--- config.mk ---
export PLATFORM = sky130hd
export DESIGN_NAME = pe
export DESIGN_NICKNAME = d
export VERILOG_FILES = /design/src/rtl/pe.sv
export SDC_FILE = /design/constraint.sdc
export NUM_CORES = 1
export LEC_CHECK = 0
export ABC_CLOCK_PERIOD_IN_PS = 15700
export BUFFER_PORTS_ARGS = -buffer_cell sky130_fd_sc_hd__buf_2
export CORE_ASPECT_RATIO = 2
export CORE_MARGIN = 2
export CORE_UTILIZATION = 65
export DETAILED_ROUTE_END_ITERATION = 7
export MAX_ROUTING_LAYER = met4
export PLACE_DENSITY = 0.87
export SETUP_SLACK_MARGIN = 0.02
export SLEW_MARGIN = 40
export SYNTH_ARGS = -nofsm -noshare
export SYNTH_HDL_FRONTEND = slang
export SYNTH_SLANG_ARGS = --single-unit
--- constraint.sdc ---
create_clock -name clk -period 15.7 [get_ports clk]
set_input_delay 2.355 -clock clk [delete_from_list [all_inputs] [get_ports clk]]
set_output_delay 2.355 -clock clk [all_outputs]
set_load 0.03 [all_outputs]
--- src/rtl/pe.sv ---
// SD4 MAC processing element: three signed 8-bit activations times three
// signed-digit radix-4 weights, shifted, added to the incoming psum, saturated.
module pe (
    input  logic        clk,
    input  logic        rst,
    input  logic [4:0]  exp_bias,
    input  logic [23:0] image_in,
    input  logic [35:0] weight,
    input  logic [15:0] psum,
    output logic [15:0] psum_out
);

    localparam int LANES   = 3;
    localparam int DIGITS  = 4;
    localparam int IMG_W   = 8;
    localparam int LANE_W  = 12;
    localparam int WGT_W   = 10;  // -340..+255
    localparam int PROD_W  = 18;  // |P| <= 43520
    localparam int SUM_W   = 20;
    localparam int ACC_W   = 21;
    localparam int PSUM_W  = 16;

    logic signed [WGT_W-1:0]  digit_term [LANES][DIGITS];
    logic signed [WGT_W-1:0]  lane_weight [LANES];
    logic signed [IMG_W-1:0]  lane_image [LANES];
    logic signed [PROD_W-1:0] lane_prod [LANES];

    logic signed [SUM_W-1:0]  dot_sum;
    logic signed [SUM_W-1:0]  scaled;
    logic signed [ACC_W-1:0]  acc;
    logic                     sat_hit;
    logic [PSUM_W-1:0]        psum_d;
    logic [PSUM_W-1:0]        psum_q;

    genvar gi, gk;
    generate
        for (gi = 0; gi < LANES; gi++) begin : g_lane
            // Each 3-bit digit is sign-extended then weighted by 4^k.
            for (gk = 0; gk < DIGITS; gk++) begin : g_digit
                assign digit_term[gi][gk] =
                    {{(WGT_W-3){weight[LANE_W*gi + 3*gk + 2]}},
                     weight[LANE_W*gi + 3*gk +: 3]} << (2*gk);
            end

            assign lane_weight[gi] = digit_term[gi][0] + digit_term[gi][1]
                                   + digit_term[gi][2] + digit_term[gi][3];
            assign lane_image[gi]  = image_in[IMG_W*gi +: IMG_W];
            assign lane_prod[gi]   = PROD_W'(lane_image[gi]) * PROD_W'(lane_weight[gi]);
        end
    endgenerate

    assign dot_sum = SUM_W'(lane_prod[0]) + SUM_W'(lane_prod[1]) + SUM_W'(lane_prod[2]);

    // Arithmetic shift floors; large shifts collapse to 0 or -1.
    assign scaled = dot_sum >>> exp_bias;

    assign acc = ACC_W'(scaled) + ACC_W'($signed(psum));

    // Out of 16-bit range whenever the bits above bit 15 disagree with the sign.
    assign sat_hit = (acc[ACC_W-1:PSUM_W-1] != {(ACC_W-PSUM_W+1){acc[ACC_W-1]}});

    always_comb begin
        psum_d = acc[PSUM_W-1:0];
        if (sat_hit) begin
            psum_d = acc[ACC_W-1] ? 16'h8000 : 16'h7FFF;
        end
    end

    always_ff @(posedge clk) begin
        if (rst) begin
            psum_q <= '0;
        end else begin
            psum_q <= psum_d;
        end
    end

    assign psum_out = psum_q;

endmodule

* Yosys cells after proc, flatten, opt, wreduce, memory -nomap -nowiden
Index checks and enable logic that the tools add are counted.
** Word-level totals
- Register bits :: 16
- Output and inout port bits :: 16
- Logic and storage cells :: 20
** Cells by class
- Add/subtract/negate cells :: 12
- $mul :: 3
- Equal/unequal tests :: 1
- Shifts and indexed selects :: 1
- Mux-type cells :: 2
** Operator list (number)
- $mul A8 B10 Y18 :: 3
- $mux W16 :: 2
- $add A6 B7 Y8 :: 3
- $add A20 B16 Y21 :: 1
- $add A19 B18 Y20 :: 1
- $add A8 B9 Y10 :: 2
- $sshr A20 B5 Y20 :: 1
- $add A18 B18 Y19 :: 1
- $add A3 B5 Y6 :: 3
- $add A10 B9 Y10 :: 1
- $ne A5 B5 Y1 :: 1

* Depth between registers and ports, before layout
Gate-level depths: netlist of the first run.
- Depth after elaboration :: 10
- Gate-level depth with buffers :: 50
- Depth with buffers taken out :: 46

* Worst setup path before layout of the first run
Ideal clock, no wire load.
- Path kind :: input to register
- From :: input port weight[2]
- To :: register psum_q[2], in the netlist psum_out[2]
- Arrival time :: 13.301 ns
- Setup slack :: 2.275 ns
- Stages on the path :: 44
- Buffers on the path :: 2
- Path through :: fa_1 > inv_1 > fa_1 > inv_1 > ha_1 > a21oi_1 > o21bai_1 > a21oi_1 > xnor2_1 > nand2_1 > fa_1 > inv_1 > fa_1 > inv_1 > fa_1 > inv_1 > fa_1 > fa_1 > [... 8 more ...] > a21oi_1 > a21o_1 > a21oi_1 > or2_2 > inv_1 > buf_4 > o2111ai_1 > nand2_1 > ha_1 > fa_1 > a211oi_2 > o211ai_2 > nand3_2 > o211ai_1 > or3_1 > a311o_1 > mux2_4 > o311a_2
** Between the ends
- Cells in the longest elaborated chain, start to end :: 10
- Elaborated cells between the ends (all ways) :: 11
- Classes of those cells :: add/sub: 6; mul: 1; eq/ne: 1; shift: 1; mux: 2
** RTL lines
- start, declared :: line 8 : input logic [35:0] weight,
- $add A3 B5 Y6 * :: line 45 : assign lane_weight[gi] = digit_term[gi][0] + digit_term[gi][1]
- $add A6 B7 Y8 * :: line 46 : + digit_term[gi][2] + digit_term[gi][3];
- $add A8 B9 Y10 * :: line 46
- $mul A8 B10 Y18 * :: line 48 : assign lane_prod[gi] = PROD_W'(lane_image[gi]) * PROD_W'(lane_weight[gi]);
- $add A18 B18 Y19 * :: line 52 : assign dot_sum = SUM_W'(lane_prod[0]) + SUM_W'(lane_prod[1]) + SUM_W'(lane_prod[2]);
- $add A19 B18 Y20 * :: line 52
- $sshr A20 B5 Y20 * :: line 55 : assign scaled = dot_sum >>> exp_bias;
- $add A20 B16 Y21 * :: line 57 : assign acc = ACC_W'(scaled) + ACC_W'($signed(psum));
- $ne A5 B5 Y1 or $mux W16 (tied branches) :: line 60, 65
- $mux W16 * :: line 64 : if (sat_hit) begin
- end signal, assigned :: line 73 : psum_q <= psum_d;
- end, declared :: line 33 : logic [PSUM_W-1:0] psum_q;
Mark *: on every way between the ends. The rest lies on a longest branch, timed or not.
A chain may end at the register's enable or synchronous reset.

* Final worst setup path of the first run
- From :: input port weight[26]
- To :: register psum_q[2], in the netlist psum_out[2]
** Between the ends
- Cells in the longest elaborated chain, start to end :: 9
- Elaborated cells between the ends (all ways) :: 10
- Classes of those cells :: add/sub: 5; mul: 1; eq/ne: 1; shift: 1; mux: 2
** RTL lines (line)
- $add A3 B5 Y6 * :: 45
- $add A6 B7 Y8 * :: 46
- $add A10 B9 Y10 * :: 46
- $mul A8 B10 Y18 * :: 48
- $add A19 B18 Y20 * :: 52
- $sshr A20 B5 Y20 * :: 55
- $add A20 B16 Y21 * :: 57
- $ne A5 B5 Y1 or $mux W16 (tied branches) :: 60, 65
- $mux W16 * :: 64
Marks and branches as above.

==> results of run 1 <==
-- per-stage QoR --
| step | area (um^2) | utilization [%] | cells | setup slack [ns] |
|---|---|---|---|---|
| floorplan | 13900 | - | 1554 | 2.28 |
| global placement | 14600 | 69.4 | 1883 | 0.861 |
| detailed placement | 14600 | 69.4 | 1883 | 0.558 |
| CTS | 14700 | 69.8 | 1887 | 0.777 |
| finish | 14700 | 69.9 | 1891 | 0.639 |
| global route | 14700 | 69.9 | 1891 | 0.0945 |
-- how the worst max path moves through the flow --
| stage | to | startpoint | slack (ns) |
|---|---|---|---|
| floorplan | psum_out[2]$_SDFF_PP0_ | weight[2] | 2.28 |
| global placement | psum_out[2]$_SDFF_PP0_ | weight[26] | 0.86 |
| detailed placement | psum_out[2]$_SDFF_PP0_ | weight[26] | 0.56 |
| CTS | psum_out[7]$_SDFF_PP0_ | weight[26] | 0.78 |
| global route | psum_out[2]$_SDFF_PP0_ | weight[26] | 0.09 |
| finish | psum_out[2]$_SDFF_PP0_ | weight[26] | 0.64 |
-- final cells by class --
class,count,area (um^2)
well taps,269,337
multi-input cells,1151,12100
repair buffers,109,568
flip-flops and latches,16,320
clock buffers,4,88.8
inverters,340,1280
diodes,2,5.00
fillers,1594,6330
-- layer usage --
| layer | track usage (%) | vias to the layer above | share of wire (%) |
|---|---|---|---|
| met5 | - | - | 0 |
| met4 | 35.9 | 0 | 12 |
| met3 | 6.91 | 308 | 5.1 |
| met2 | 70.3 | 605 | 54 |
| met1 | 32.2 | 5828 | 29 |
| li1 | - | 5110 | - |
-- cells in the mapped netlist (4+ instances only) --
cell type / count
a31oi_1: 7
a221oi_1: 7
a311oi_1: 4
fa_1: 296
a211o_1: 6
o41ai_2: 10
nand2b_1: 31
o2111a_1: 4
o211ai_1: 15
o21bai_1: 5
o311ai_0: 4
a21o_1: 19
nand2_1: 129
nor2_1: 70
nand3_1: 14
xnor2_1: 38
and4_1: 4
o21ai_0: 27
nor2b_1: 11
and2_1: 109
inv_1: 339
o221ai_1: 7
a21oi_1: 50
mux2i_1: 7
ha_1: 128
o41ai_1: 4
mux2_2: 4
a211oi_1: 18
o21a_1: 8
a2111oi_0: 7
or3_1: 4
dfxtp_1: 16
xor2_1: 15
clkbuf_1: 34
o2111ai_1: 5
and3_1: 4
o22ai_1: 4
o32ai_1: 6
nor3_1: 24
-- cells in the final DEF (no fill, tap or decap), types with 4 or more instances in the layout --
cell	count
a2111oi_0	7
a211o_1	6
a211oi_1	18
a21o_1	19
a21oi_1	50
a221oi_1	7
a311oi_1	4
a31oi_1	7
and2_1	109
and3_1	4
buf_2	98
buf_4	9
dfxtp_1	16
fa_1	296
ha_1	128
inv_1	339
mux2_2	4
mux2i_1	7
nand2_1	129
nand2b_1	31
nand3_1	14
nor2_1	69
nor2b_1	11
nor3_1	24
o2111a_1	4
o2111ai_1	5
o211ai_1	15
o21a_1	8
o21ai_0	27
o21bai_1	5
o221ai_1	7
o22ai_1	4
o311ai_0	4
o32ai_1	6
o41ai_1	4
o41ai_2	10
or3_1	4
xnor2_1	38
xor2_1	15
-- worst max-delay path, delay by kind of cell --
family / cells / cell delay (ns)
buffers and inverters: 10 / 1.03
xor gates and xnor gates: 2 / 0.64
adders and majority gates: 13 / 5.67
muxes: 1 / 0.38
AOI/OAI and AO/OA: 14 / 4.20
and+or+nand+nor: 4 / 0.91
-- kinds of logic after synthesis --
group | Yosys count | synth area share [%]
AO/OA/AOI/OAI | 248 | 13.5
multiplexers | 13 | 1.10
XOR/XNOR | 53 | 3.33
flip-flops | 16 | 2.30
adder cells (fa/ha/maj) | 424 | 54.0
buffers and inverters | 387 | 10.9
AND/OR/NAND/NOR | 413 | 14.8
==> out/qor_table.md, run 1 <==
| Metric | Value | Unit |
|:---|:---|:---|
| Run status | finished clean | - |
| Max-capacitance violation count | 0 | - |
| Arrival time of data at the critical path endpoint | 15.20 | ns |
| Achievable Freq | 0.0664 | GHz |
| Area contributors post-synth | fa_1 43%, ha_1 11%, inv_1 9.1% | - |
| Vertical die dimension | 211 | um |
| Max reg flops | 16 | - |
| Worst hold endpoint | psum_out[15]$_SDFF_PP0_ | - |
| Startpoint-to-endpoint class of the critical path | input pin to flip-flop | - |
| Die width | 108 | um |
| Area share of the largest cell type after synthesis | 42.5 | % |
| Detailed-placement wirelength estimate | 35400 | um |
| Top fanout value on the critical path | 15 | - |
| Die footprint | 22700 | um^2 |
| Number of flops mapped to enable cells by yosys | 0 | - |
| Post-detailed-route wirelength per cell | 21.8 | um |
| Number of nets at the end of the flow | 2128 | - |
| Mapped Area | 13900 | um^2 |
| Crit path launch type | input pin | - |
| Standard-cell row count | 75 | - |
| Transition at the pin with the smallest max-transition slack | 0.911 | ns |
| Deepest clock path buffer count | 2 | - |
| Setup repair after global routing missed its margin | false | - |
| Via count of the routed design | 11.9k | - |
| Part of the cycle the worst path needs | 95.9 | % |
| Async S/R FF share, synth | 0 | % |
| Share of post-route cells with drive strength above 1 | 9.26 | % |
| Number of sinks handled by clock tree synthesis | 16 | - |
| Instance count of the mapped netlist | 1554 | - |
| Remaining design rule violation count | 0 | - |
| Classification of the worst-slack hold path | input pin to flip-flop | - |
| Count of cells resized by post-cts repair | 0 | - |
| Syn Nets | 2061 | - |
| H-Tree Depth | 1 | - |
| Post-route setup TNS | 0 | ns |
| TritonCTS Buffers | 3 | - |
| Number of global-route vias before repair | 13.0k | - |
| Worst Hold Slack | 2.49 | ns |
| Flip-flop and latch count after synthesis | 16 | - |
| Time the worst path needs with I/O delays and setup | 15.06 | ns |
| Synthesis warning total | 0 | - |
| Count of buffers inserted at the top-level ports | 98 | - |
| Initial core utilization | 66.3 | % |
| Max incr delay on CP | 0.55 | ns |
| Synth-to-layout area growth | 5.44 | % |
| CTS Hold Bufs | 0 | - |
| Number of detailed-routing iterations run before antenna repair | 6 | - |
| Sequential share of the synthesized area | 2.30 | % |
| Worst slew margin relative to its limit | 39.0 | % |
| Critical Path Sink Type | flip-flop | - |
| Required time at the endpoint of the critical path | 15.84 | ns |
| Boundary pin count | 99 | - |
| Global router's overall resource usage | 39.0 | % |
| Final max-slew violation count | 0 | - |
| Maximum number of pins on one net before global-route repair | 32 | - |
| Initial detailed-routing violation count | 896 | - |
| Slowest stage cell, crit path | fa_1 | - |
| Via density | 6.27 | - |
| Root buffer cell | clkbuf_16 | - |
| Final weighted congestion of routability-driven global placement | 1.06 | - |
| First-pass GRT wire length | 64900 | um |
| Most frequent cell on the critical path | fa_1 | - |
| Number of antenna violations at the first check in global routing | 2 | - |
| TritonCTS clock tree | built | - |
| Avg Synthesized Cell Area | 8.96 | um^2 |
| Post-synth cell types | 77 | - |
| Cell type contributing the most total cell area after synthesis | fa_1 | - |
| Post CTS Setup Buffer Count | 0 | - |
| Number of setup violations in the final report | 0 | - |
| HP Start | rst | - |
| Primary flip-flop cell chosen by synthesis mapping | dfxtp_1 | - |
| Number of nets with antenna violations after detailed routing | 0 | - |
| Routed wire length | 41300 | um |
| Clock edge transition at the registers on the reported setup and hold paths | 0.05 | ns |
| Remaining global-route overflow | 0 | - |
| Standard cell core area | 21000 | um^2 |
| Final hold violation count | 0 | - |
| Cell depth of the worst min-delay path | 2 | - |
Power of run 1 is left out: the tool's default activity adds up to more than one toggle a clock period on the data nets, which glitch-free logic cannot reach.
==> run 2, diff against run 1 <==
--- a/config.mk
+++ b/config.mk
@@ -9,10 +9,10 @@
 export BUFFER_PORTS_ARGS = -buffer_cell sky130_fd_sc_hd__buf_2
 export CORE_ASPECT_RATIO = 2
 export CORE_MARGIN = 2
-export CORE_UTILIZATION = 65
+export CORE_UTILIZATION = 50
 export DETAILED_ROUTE_END_ITERATION = 7
 export MAX_ROUTING_LAYER = met4
-export PLACE_DENSITY = 0.87
+export PLACE_DENSITY = 0.7
 export SETUP_SLACK_MARGIN = 0.02
 export SLEW_MARGIN = 40
 export SYNTH_ARGS = -nofsm -noshare
==> run 2 against run 1 <==
Net effect:
- the run now ends with DRC left
- hold slack better by 0.015 ns
- critical path depth decreased by 1
- count of clock-buffer cells in the layout decreased by 1
- first-iteration DRC count down 43%
- worst setup slack lost 0.11 ns
- core utilization decreased by 16 points
- sequential share of layout area about the same
- non-clock buffer count increased by 1
- global-route usage is 9.0 points lower
- cell count is 4.4% higher
- critical path type unchanged
- highest routed layer unchanged
==> out/qor_table.md, run 2 (synthesized netlist as in run 1, its figures left out) <==
| Metric | Value | Unit | Delta |
|:---|:---|:---|:---|
| Die footprint | 29300 | um^2 | +29% |
| Share of post-route cells with drive strength above 1 | 9.44 | % | +0.19 points |
| Non-filler instance count after layout | 1974 | - | +4.4% |
| Routed wire length | 40400 | um | -2.0% |
| Worst hold endpoint | psum_out[15]$_SDFF_PP0_ | - |  |
| Die width | 122 | um | +13% |
| Time the worst path needs with I/O delays and setup | 15.17 | ns | +0.111 ns |
| Max reg flops | 16 | - | unchanged |
| Commonest cells after routing, fill and taps aside | 339 x inv_1, 296 x fa_1, 129 x nand2_1, 128 x ha_1, 109 x and2_1 | - |  |
| Failing checks | DRC | - |  |
| Number of nets with antenna violations after detailed routing | 0 | - | unchanged |
| Number of sinks handled by clock tree synthesis | 16 | - | unchanged |
| Number of detailed-routing iterations run before antenna repair | 8 | - | +2 |
| Crit path launch type | input pin | - |  |
| Max incr delay on CP | 0.64 | ns | +0.09 ns |
| Multi-input logic area | 12100 | um^2 | +0.17% |
| Run status | complete, but fails checks | - |  |
| Global router's overall resource usage | 30.0 | % | -9.0 points |
| Dpl ws | 0.502 | ns | -0.0551 ns |
| Boundary pin count | 99 | - | unchanged |
| Most frequent cell on the critical path | fa_1 | - |  |
| Combined flip-flop and latch cell area | 320 | um^2 | unchanged |
| Root buffer cell | clkbuf_16 | - |  |
| Post-route setup TNS | 0 | ns | unchanged |
| Number of cells in the design after placement | 1968 | - | +4.5% |
| Final weighted congestion of routability-driven global placement | 1.07 | - | +1.5% |
| Final hold violation count | 0 | - | unchanged |
| Max-capacitance violation count | 0 | - | unchanged |
| Number of nets at the end of the flow | 2129 | - | +0.047% |
| Clock edge transition at the registers on the reported setup and hold paths | 0.05 | ns | about the same |
| Deepest clock path buffer count | 2 | - | unchanged |
| Cell depth of the worst min-delay path | 2 | - | unchanged |
| H-Tree Depth | 1 | - | unchanged |
| TritonCTS Buffers | 3 | - | unchanged |
| Via density | 5.78 | - | -7.8% |
| HP Start | rst | - |  |
| Transition at the pin with the smallest max-transition slack | 0.791 | ns | -0.120 ns |
| Post-detailed-route wirelength per cell | 20.5 | um | -6.2% |
| Synth-to-layout area growth | 6.30 | % |  |
| Number of filler instances in the final layout | 2543 | - | +60% |
| Required time at the endpoint of the critical path | 15.83 | ns | about the same |
| Standard-cell row count | 86 | - | +15% |
| Slowest stage cell, crit path | xnor2_1 | - |  |
| Remaining design rule violation count | 2 | - | +2 |
| Initial core utilization | 50.8 | % | -16 points |
| Arrival time of data at the critical path endpoint | 15.31 | ns | +0.11 ns |
| Final max-slew violation count | 0 | - | unchanged |
| Slack of the critical path | 0.527 | ns | -0.111 ns |
| First-pass GRT wire length | 65000 | um | +0.12% |
| Number of setup violations in the final report | 0 | - | unchanged |
| TritonCTS clock tree | built | - |  |
| Initial detailed-routing violation count | 512 | - | -43% |
| Maximum number of pins on one net before global-route repair | 32 | - | unchanged |
| Core Util, Final | 54.0 | % | -16 points |
| Standard cell core area | 27400 | um^2 | +31% |
| Worst slew margin relative to its limit | 46.9 | % | +7.8 points |
| Number of global-route vias before repair | 13.0k | - | +0.077% |
| Critical Path Sink Type | flip-flop | - |  |
| Count of buffers inserted at the top-level ports | 98 | - | unchanged |
| Vertical die dimension | 240 | um | +14% |
| Remaining global-route overflow | 0 | - | unchanged |
| Top fanout value on the critical path | 16 | - | +1 |
| Classification of the worst-slack hold path | input pin to flip-flop | - |  |
| Achievable Freq | 0.0659 | GHz | -0.73% |
| Part of the cycle the worst path needs | 96.6 | % | +0.71 points |
| Setup repair after global routing missed its margin | false | - |  |
| Number of antenna violations at the first check in global routing | 1 | - | -1 |
| Startpoint-to-endpoint class of the critical path | input pin to flip-flop | - |  |
| Detailed-placement wirelength estimate | 36000 | um | +1.6% |
| Via count of the routed design | 11.4k | - | -3.7% |
| Most common library cell in the layout ignoring fill and taps | inv_1 | - |  |
| CTS Hold Bufs | 0 | - | unchanged |
==> run 2: cell types whose count changed in the layout (fill, tap and decap cells not counted), sizes merged <==
cell | before | now
buf | 107 | 109
clkbuf | 6 | 4
==> run 2: worst max-delay path: cells and delay by family <==
kind            cells  cell delay [ns]
fa+ha+maj          13             5.78
compound gates     11             3.36
simple gates        7             1.61
xor+xnor            2             0.97
buf+inv             9             0.83
mux                 1             0.39
==> run 2: layer usage <==
metal / share of wire (%) / track usage (%) / vias up
li1: - / - / 5102
met1: 28 / 23.8 / 5668
met2: 58 / 58.1 / 412
met3: 4.2 / 4.36 / 228
met4: 9.9 / 23.9 / 0
met5: 0 / - / -
==> run 2: through the flow <==
| step | cell area [um^2] | hold WS [ns] |
|---|---|---|
| global route | 14800 | 2.53 |
| floorplan | 13900 | 2.46 |
| global placement | 14700 | 2.75 |
| detailed placement | 14700 | 2.76 |
| CTS | 14800 | 2.50 |
| finish | 14800 | 2.50 |
==> run 2: area by class of cell <==
class | count | share of cell area [%]
sequential | 16 | 2.16
clock buffer | 3 | 0.507
tap | 352 | 2.97
timing repair buffer | 110 | 3.90
antenna | 2 | 0.0338
multi-input combinational | 1151 | 81.8
inverter | 340 | 8.62
==> run 2: worst max-delay path by stage <==
| stage | start | end | slack, ns |
|---|---|---|---|
| final | weight[26] | psum_out[2]$_SDFF_PP0_ | 0.53 |
| after global routing | weight[26] | psum_out[2]$_SDFF_PP0_ | 0.03 |
| after CTS | weight[26] | psum_out[2]$_SDFF_PP0_ | 0.74 |
| after detailed placement | weight[26] | psum_out[2]$_SDFF_PP0_ | 0.50 |
| after global placement | weight[26] | psum_out[2]$_SDFF_PP0_ | 0.80 |
| after floorplan | weight[2] | psum_out[2]$_SDFF_PP0_ | 2.28 |
==> run 2: timing repair <==
action,4_1_cts,5_1_grt
resized for setup,0,1
buffers inserted,0,0
setup endpoints to repair,0,15
Power of run 2 is left out for the same reason.
